[config.mk]
export PLATFORM = sky130hd
export DESIGN_NAME = bcd_time_counter
export DESIGN_NICKNAME = d
export VERILOG_FILES = /design/src/rtl/bcd_time_counter.sv
export SDC_FILE = /design/constraint.sdc
export NUM_CORES = 1
export LEC_CHECK = 0
export ABC_CLOCK_PERIOD_IN_PS = 5900
export BUFFER_PORTS_ARGS = -buffer_cell sky130_fd_sc_hd__buf_2
export CAP_MARGIN = 40
export CORE_UTILIZATION = 45
export CTS_CLUSTER_SIZE = 14
export DETAILED_ROUTE_END_ITERATION = 8
export MAX_ROUTING_LAYER = met4
export PLACE_DENSITY = 0.66
export RECOVER_POWER = 25
export SYNTH_ARGS = -nofsm -noshare
export SYNTH_HDL_FRONTEND = slang
export SYNTH_SLANG_ARGS = --single-unit
[constraint.sdc]
create_clock -name clk -period 5.9 [get_ports clk]
set_clock_uncertainty 0.05 [all_clocks]
set_input_delay 1.18 -clock clk [delete_from_list [all_inputs] [get_ports clk]]
set_output_delay 1.18 -clock clk [all_outputs]
set_load 0.005 [all_outputs]
[src/rtl/bcd_time_counter.sv]
// 24-hour hh:mm:ss time-of-day counter kept in BCD, one 4-bit digit per output.
// An internal prescaler divides the clock down to the second-advance rate.
// Single-cycle set pulses add one minute or one hour.
module bcd_time_counter #(
    parameter int unsigned CLK_HZ  = 50_000_000,
    parameter int unsigned TICK_HZ = 1
) (
    input  logic       clk,
    input  logic       rst_n,
    input  logic       run,
    input  logic       inc_min,
    input  logic       inc_hour,
    output logic [3:0] sec_ones,
    output logic [3:0] sec_tens,
    output logic [3:0] min_ones,
    output logic [3:0] min_tens,
    output logic [3:0] hr_ones,
    output logic [3:0] hr_tens,
    output logic       tick
);

    localparam int unsigned Div      = CLK_HZ / TICK_HZ;
    // Div must be at least 2, so the width never collapses to zero.
    localparam int unsigned PreWidth = (Div > 1) ? $clog2(Div) : 1;
    localparam logic [PreWidth-1:0] PreMax = PreWidth'(Div - 1);

    logic [PreWidth-1:0] presc_q, presc_d;
    logic [3:0] sec_ones_q, sec_ones_d;
    logic [3:0] sec_tens_q, sec_tens_d;
    logic [3:0] min_ones_q, min_ones_d;
    logic [3:0] min_tens_q, min_tens_d;
    logic [3:0] hr_ones_q, hr_ones_d;
    logic [3:0] hr_tens_q, hr_tens_d;
    logic       tick_q, tick_d;

    logic advance;   // prescaler at terminal count while running
    logic time_adv;  // advance that survives a same-cycle inc_min
    logic sec_wrap;  // seconds at 59
    logic min_wrap;  // minutes at 59
    logic min_step;  // minutes take +1 this cycle
    logic hr_step;   // hours take +1 this cycle

    // Decode the terminal count and the ripple-carry enables.
    always_comb begin
        advance  = run && (presc_q == PreMax);
        // inc_min clears seconds and the prescaler, so a coincident advance is dropped.
        time_adv = advance && !inc_min;
        sec_wrap = (sec_ones_q == 4'd9) && (sec_tens_q == 4'd5);
        min_wrap = (min_ones_q == 4'd9) && (min_tens_q == 4'd5);
        // Set pulses never ripple: inc_min alone leaves hours untouched.
        min_step = inc_min || (time_adv && sec_wrap);
        // A carry from the seconds chain and inc_hour merge into a single +1.
        hr_step  = inc_hour || (time_adv && sec_wrap && min_wrap);
    end

    // Prescaler next state: restart on inc_min, count while running, else hold.
    always_comb begin
        presc_d = presc_q;
        if (inc_min) begin
            presc_d = '0;
        end else if (run) begin
            if (presc_q == PreMax) begin
                presc_d = '0;
            end else begin
                presc_d = presc_q + PreWidth'(1);
            end
        end
    end

    // Seconds next state: cleared by inc_min, otherwise BCD increment mod 60 on advance.
    always_comb begin
        sec_ones_d = sec_ones_q;
        sec_tens_d = sec_tens_q;
        if (inc_min) begin
            sec_ones_d = 4'd0;
            sec_tens_d = 4'd0;
        end else if (time_adv) begin
            if (sec_ones_q == 4'd9) begin
                sec_ones_d = 4'd0;
                if (sec_tens_q == 4'd5) begin
                    sec_tens_d = 4'd0;
                end else begin
                    sec_tens_d = sec_tens_q + 4'd1;
                end
            end else begin
                sec_ones_d = sec_ones_q + 4'd1;
            end
        end
    end

    // Minutes next state: BCD increment mod 60 from either inc_min or a seconds carry.
    always_comb begin
        min_ones_d = min_ones_q;
        min_tens_d = min_tens_q;
        if (min_step) begin
            if (min_ones_q == 4'd9) begin
                min_ones_d = 4'd0;
                if (min_tens_q == 4'd5) begin
                    min_tens_d = 4'd0;
                end else begin
                    min_tens_d = min_tens_q + 4'd1;
                end
            end else begin
                min_ones_d = min_ones_q + 4'd1;
            end
        end
    end

    // Hours next state: BCD increment mod 24, wrapping 23 -> 00.
    always_comb begin
        hr_ones_d = hr_ones_q;
        hr_tens_d = hr_tens_q;
        if (hr_step) begin
            if ((hr_tens_q == 4'd2) && (hr_ones_q == 4'd3)) begin
                hr_ones_d = 4'd0;
                hr_tens_d = 4'd0;
            end else if (hr_ones_q == 4'd9) begin
                hr_ones_d = 4'd0;
                hr_tens_d = hr_tens_q + 4'd1;
            end else begin
                hr_ones_d = hr_ones_q + 4'd1;
            end
        end
    end

    // tick marks only timekeeping changes of the seconds, never set pulses.
    always_comb begin
        tick_d = time_adv;
    end

    // State registers with asynchronous clear to 00:00:00.
    always_ff @(posedge clk or negedge rst_n) begin
        if (!rst_n) begin
            presc_q    <= '0;
            sec_ones_q <= 4'd0;
            sec_tens_q <= 4'd0;
            min_ones_q <= 4'd0;
            min_tens_q <= 4'd0;
            hr_ones_q  <= 4'd0;
            hr_tens_q  <= 4'd0;
            tick_q     <= 1'b0;
        end else begin
            presc_q    <= presc_d;
            sec_ones_q <= sec_ones_d;
            sec_tens_q <= sec_tens_d;
            min_ones_q <= min_ones_d;
            min_tens_q <= min_tens_d;
            hr_ones_q  <= hr_ones_d;
            hr_tens_q  <= hr_tens_d;
            tick_q     <= tick_d;
        end
    end

    assign sec_ones = sec_ones_q;
    assign sec_tens = sec_tens_q;
    assign min_ones = min_ones_q;
    assign min_tens = min_tens_q;
    assign hr_ones  = hr_ones_q;
    assign hr_tens  = hr_tens_q;
    assign tick     = tick_q;

endmodule

# Yosys cells after proc, flatten, opt, wreduce, memory -nomap -nowiden
# Cells that the tools add are included.
# totals
register_bits,51
input_bits,5
output_inout_bits,25
# op_classes
add_sub_neg,7
n_eq_ne,8
muxes,16
n_reduce_logical,17
# op_table
cell,n
$mux W26,3
$mux W4,13
$add A26 B1 Y26 const B,1
$eq A26 B26 Y1 const B,1
$add A4 B1 Y4 const B,6
$eq A4 B4 Y1 const B,3
$eq A4 B2 Y1 const B,2
$eq A4 B3 Y1 const B,2
$reduce_bool A2 Y1,4
$logic_and A1 B1 Y1,7
$reduce_and A2 Y1,3
$logic_or A1 B1 Y1,2
$logic_not A1 Y1,1

# Depth between registers and ports, before layout
# logic_depth
depth_word,7
mapped_depth,8

# Least setup slack after synthesis
# OpenSTA, ideal clock, no wires.
# synth_path
path_kind,input port to flip-flop
startpoint,in run
endpoint,reg presc_q[23]
setup_ps,132
t_arrival_ps,2624
required_ps,5718
slack_ps,3094
cell_stages,6
n_path_buf,1
path_cell_list,clkbuf_1 > o2111ai_1 > nor3_1 > nand4_1 > xor2_1 > nor2_1
# synth_via
elab_chain_cells,1
# synth_rtl
element,line_no,source
"start, declared",10,"input logic run,"
$reduce_bool A2 Y1 (no source line),-,
"end signal, assigned",143,presc_q <= presc_d;
"end, declared",27,"logic [PreWidth-1:0] presc_q, presc_d;"
# Every way passes these cells.
# A chain may end at the register's enable or synchronous reset.

==> results.txt <==
----------------------------------------------------
[Setup path]
  CP Data Required Time ... ~5.7 ns
  Biggest cell delay along the critical path ... about 1.9 ns
  Worst path top cell family by delay ... buffers and inverters
  Cell with the biggest individual delay on the critical path ... sky130_fd_sc_hd__clkbuf_1
  Nature of the critical path endpoint ... async pin
  Critical Path Start Type ... input port
  CP Max Fanout ... a little over 50
  Category of the critical setup timing path ... in -> async
  Cell chain of the critical path ... buf_2, clkbuf_1
  CP arrival ... between 3 and 4 ns
  Number of buffers and inverters on the critical path ... 2

[Pwr]
  Internal power component ... approximately 0.67 mW
  Combinational Power Share ... approximately 21%
  Net switching fraction of the power ... ~29%
  Cell Pwr Density ... around 290 nW/um^2
  Static Leakage ... around 1.4 nW
  Sequential group share of total power ... approximately 50%
  Portion of total power attributed to the clock network ... a little under a third
  Net Switching ... around 0.27 mW
  Worst ir drop on vdd ... 0.000158 V
  Pwr Total ... a little over 0.9 mW

[Synthesis]
  Post-Synthesis Net Count ... 310
  Share of async-settable or async-resettable flops after synthesis ... between 90% and 100%
  Most frequent cells after synthesis ... 51 x sky130_fd_sc_hd__dfrtp_1, 40 x sky130_fd_sc_hd__nor2_1, 18 x sky130_fd_sc_hd__nand2_1
  Cell count after synthesis ... around 300
  Cell area after technology mapping ... about 2900 um^2
  Number of enable-type register cells in the synthesized netlist ... 0
  Most common cell in the netlist ... sky130_fd_sc_hd__dfrtp_1
  Register bit total from synthesis ... between 50 and 60
  Portion of synthesized cell area occupied by the leading cell type ... 44.4%
  Cell taking the most area after synthesis ... sky130_fd_sc_hd__dfrtp_1
  Post-Synthesis Mean Instance Area ... 9.71 um^2
  Ys flop type ... sky130_fd_sc_hd__dfrtp_1
  Sequential share of the synthesized area ... between 40 and 50%
  Synth top area cells ... sky130_fd_sc_hd__dfrtp_1 44%, sky130_fd_sc_hd__nor2_1 5.2%, sky130_fd_sc_hd__xor2_1 4.3%, sky130_fd_sc_hd__ha_1 3.9%, sky130_fd_sc_hd__xnor2_1 2.7%
  Synth Warn # ... 0
  Number of distinct library cells after synthesis ... 53

[Final layout]
  Total area of multi-input combinational cells ... ~1500 um^2
  End-of-flow core utilization ... between 50% and 60%
  Final layout net count ... 342
  Layout overhead on the synthesized area ... 12.8%
  Share of final-layout standard cells stronger than drive strength 1 ... about 16%
  Diodes inserted ... 0
  Register area ... around 1300 um^2
  Layout filler cell count ... 560

[Clock network]
  CTS hold repair buffers ... 0
  Clock tree from TritonCTS ... built
  Max Buffers Root-to-Sink ... 2
  Worst skew pair latency ... around 0.31 ns
  Clock transition time at the flip-flop clock pins of the worst setup and hold paths ... about 0.09 ns
  Post_cts resized ... 0
  Buffer type at the clock tree root ... sky130_fd_sc_hd__clkbuf_8
  CTS Buf Count ... 5
  Number of clock sinks seen by CTS ... 51
  Number of buffers inserted by post-CTS setup repair ... 0
  H-tree depth reported by CTS ... 2

[STA]
  Tightest hold margin ... roughly 0.45 ns
  Setup-violating endpoint count in the final report ... 0
  Slew Limit Headroom ... -81.3%
  Unrepaired setup endpoints after global routing ... no
  Slew at the pin closest to its max-slew limit ... 2.72 ns
  Minimum clock period after layout ... 3.42 ns
  Total Neg Setup Slack ... 0 ns
  Maximum achievable frequency ... between 0.2 and 0.3 GHz
  Count of final hold-check violations ... 0
  Final Cycle Share ... 58.0%
  Setup WS post-layout ... ~2.5 ns
  Count of final max-slew check failures ... 52

[Route]
  Final wirelength ... 5980 um
  Number of nets with antenna violations after routing ... 0
  Routed length per placed instance ... between 10 and 15 um
  First-pass detailed-route iteration total ... 4
  Vias after detailed routing ... approximately 2300
  Iteration-0 DRC count of the detailed router ... just over 80
  Final routed DRC violation total ... 0
  Detail-routed via count per cell ... around 5.7

[Outcome]
  Failing checks ... capacitance limit, slew limit
  Run status ... finished with violations

[Global routing]
  Met2 Use GR ... between 30% and 40%
  Number of global-route vias before repair ... 2204
  GRT busiest layer ... met2
  Met1 global-route usage ... between 20 and 30%
  Largest net degree at the start of global routing ... 52
  Initial antenna violation count ... 0
  Global-route wire length before repair ... ~10000 um
  Met3 layer usage reported by global route ... 3.67%
  Residual overflow from global routing ... 0
  GRT Overall Usage ... just over 20%

[Floorplanning]
  Die Span Y ... 81.9 um
  DIE AREA ... 6710 um^2
  DIE WIDTH ... 81.9 um
  Site row count ... 28
  Core ar. ... between 6000 and 7000 um^2
  I/O Pins ... 30
  Effective utilization at floorplan ... ~48%

[Placement]
  Port-buffer cells ... 29
  Routability congestion estimate from global placement ... approximately 0.83
  Half-perimeter wire length of the detailed placement result ... between 4000 and 5000 um
  Placement Setup Slack ... 2.55 ns

[Min path]
  Worst min path class ... reg -> reg

[Run]
  Count of max-cap constraint violations ... 1

----------------------------------------------------
metrics by stage:
stage               std cells  area [um^2]
global route              404         3240
detailed placement        396         3110
CTS                       404         3240
finish                    404         3240
floorplan                 296         2870
global placement          394         3100
final cells by class:
type	instances	area share [%]
Tap cell	75	2.90
Clock inverter	3	2.09
Inverter	11	1.27
Timing Repair Buffer	33	5.14
Multi-Input combinational cell	226	47.1
Sequential cell	51	39.4
Clock buffer	5	2.12
power by group through the flow:
stage                     Clock (mW)  Combinational [mW]  Sequential [mW]
after global routing           0.307               0.223            0.468
final                          0.285               0.193            0.457
after floorplan                    0               0.117            0.457
after detailed placement           0               0.196            0.464
after CTS                      0.293               0.196            0.457
after global placement             0               0.190            0.461
metal layers:
| metal | vias to the layer above | wire length (um) |
|---|---|---|
| met5 | - | 0 |
| met4 | 0 | 70 |
| met3 | 5 | 162 |
| met2 | 33 | 2820 |
| met1 | 1131 | 2930 |
| li1 | 1137 | - |
kinds of logic (layout without fill, tap and decap cells):
| group | count (synthesis) | count (layout) | synth area share [%] |
|---|---|---|---|
| simple gates | 139 | 139 | 26.8 |
| xor+xnor | 23 | 23 | 7.01 |
| fa+ha+maj | 9 | 9 | 3.92 |
| flops | 51 | 51 | 44.4 |
| buf+inv | 19 | 52 | 2.48 |
| compound gates | 44 | 44 | 11.0 |
| mux | 11 | 11 | 4.31 |
state kept, by name (all words and copies together), names as in the netlist:
name and flops:
sec_ones 4, hr_tens 4, min_tens 4, sec_tens 4, hr_ones 4, min_ones 4, tick 1, presc_q 26
cells in the final DEF, fill, tap and decap left out, drive strengths merged, types with 2 or more instances in the layout:
master / instances
nand4: 10
nand2: 18
nor2: 41
and4: 2
nor4: 11
and2: 7
nand2b: 3
a21o: 2
o22ai: 3
o21ai: 8
a41oi: 2
nor3: 7
dfrtp: 51
or3: 4
ha: 9
o211ai: 5
mux2i: 3
bufinv: 2
buf: 32
nand3: 11
a21oi: 9
xor2: 14
o2bb2ai: 6
nand3b: 4
clkbuf: 6
and3b: 2
or4: 4
inv: 11
nand4b: 3
xnor2: 9
mux2: 8
and3: 8
final timing paths:
kind,slack [ns],endpoint,cells past startpoint,start
setup / recovery,2.48,sec_tens[2]$_DFFE_PN0P_,2,rst_n
hold / removal,0.45,hr_tens[3]$_DFFE_PN0P_,1,hr_tens[3]$_DFFE_PN0P_
setup reg to reg,2.99,presc_q[11]$_DFFE_PN0P_,5,presc_q[11]$_DFFE_PN0P_
hold reg to reg,0.45,hr_tens[3]$_DFFE_PN0P_,1,hr_tens[3]$_DFFE_PN0P_
max in group clk,2.90,presc_q[11]$_DFFE_PN0P_,6,run
min in group asynchronous,1.76,hr_ones[2]$_DFFE_PN0P_,2,rst_n
No activity file was read; power rests on OpenSTA's default activity.
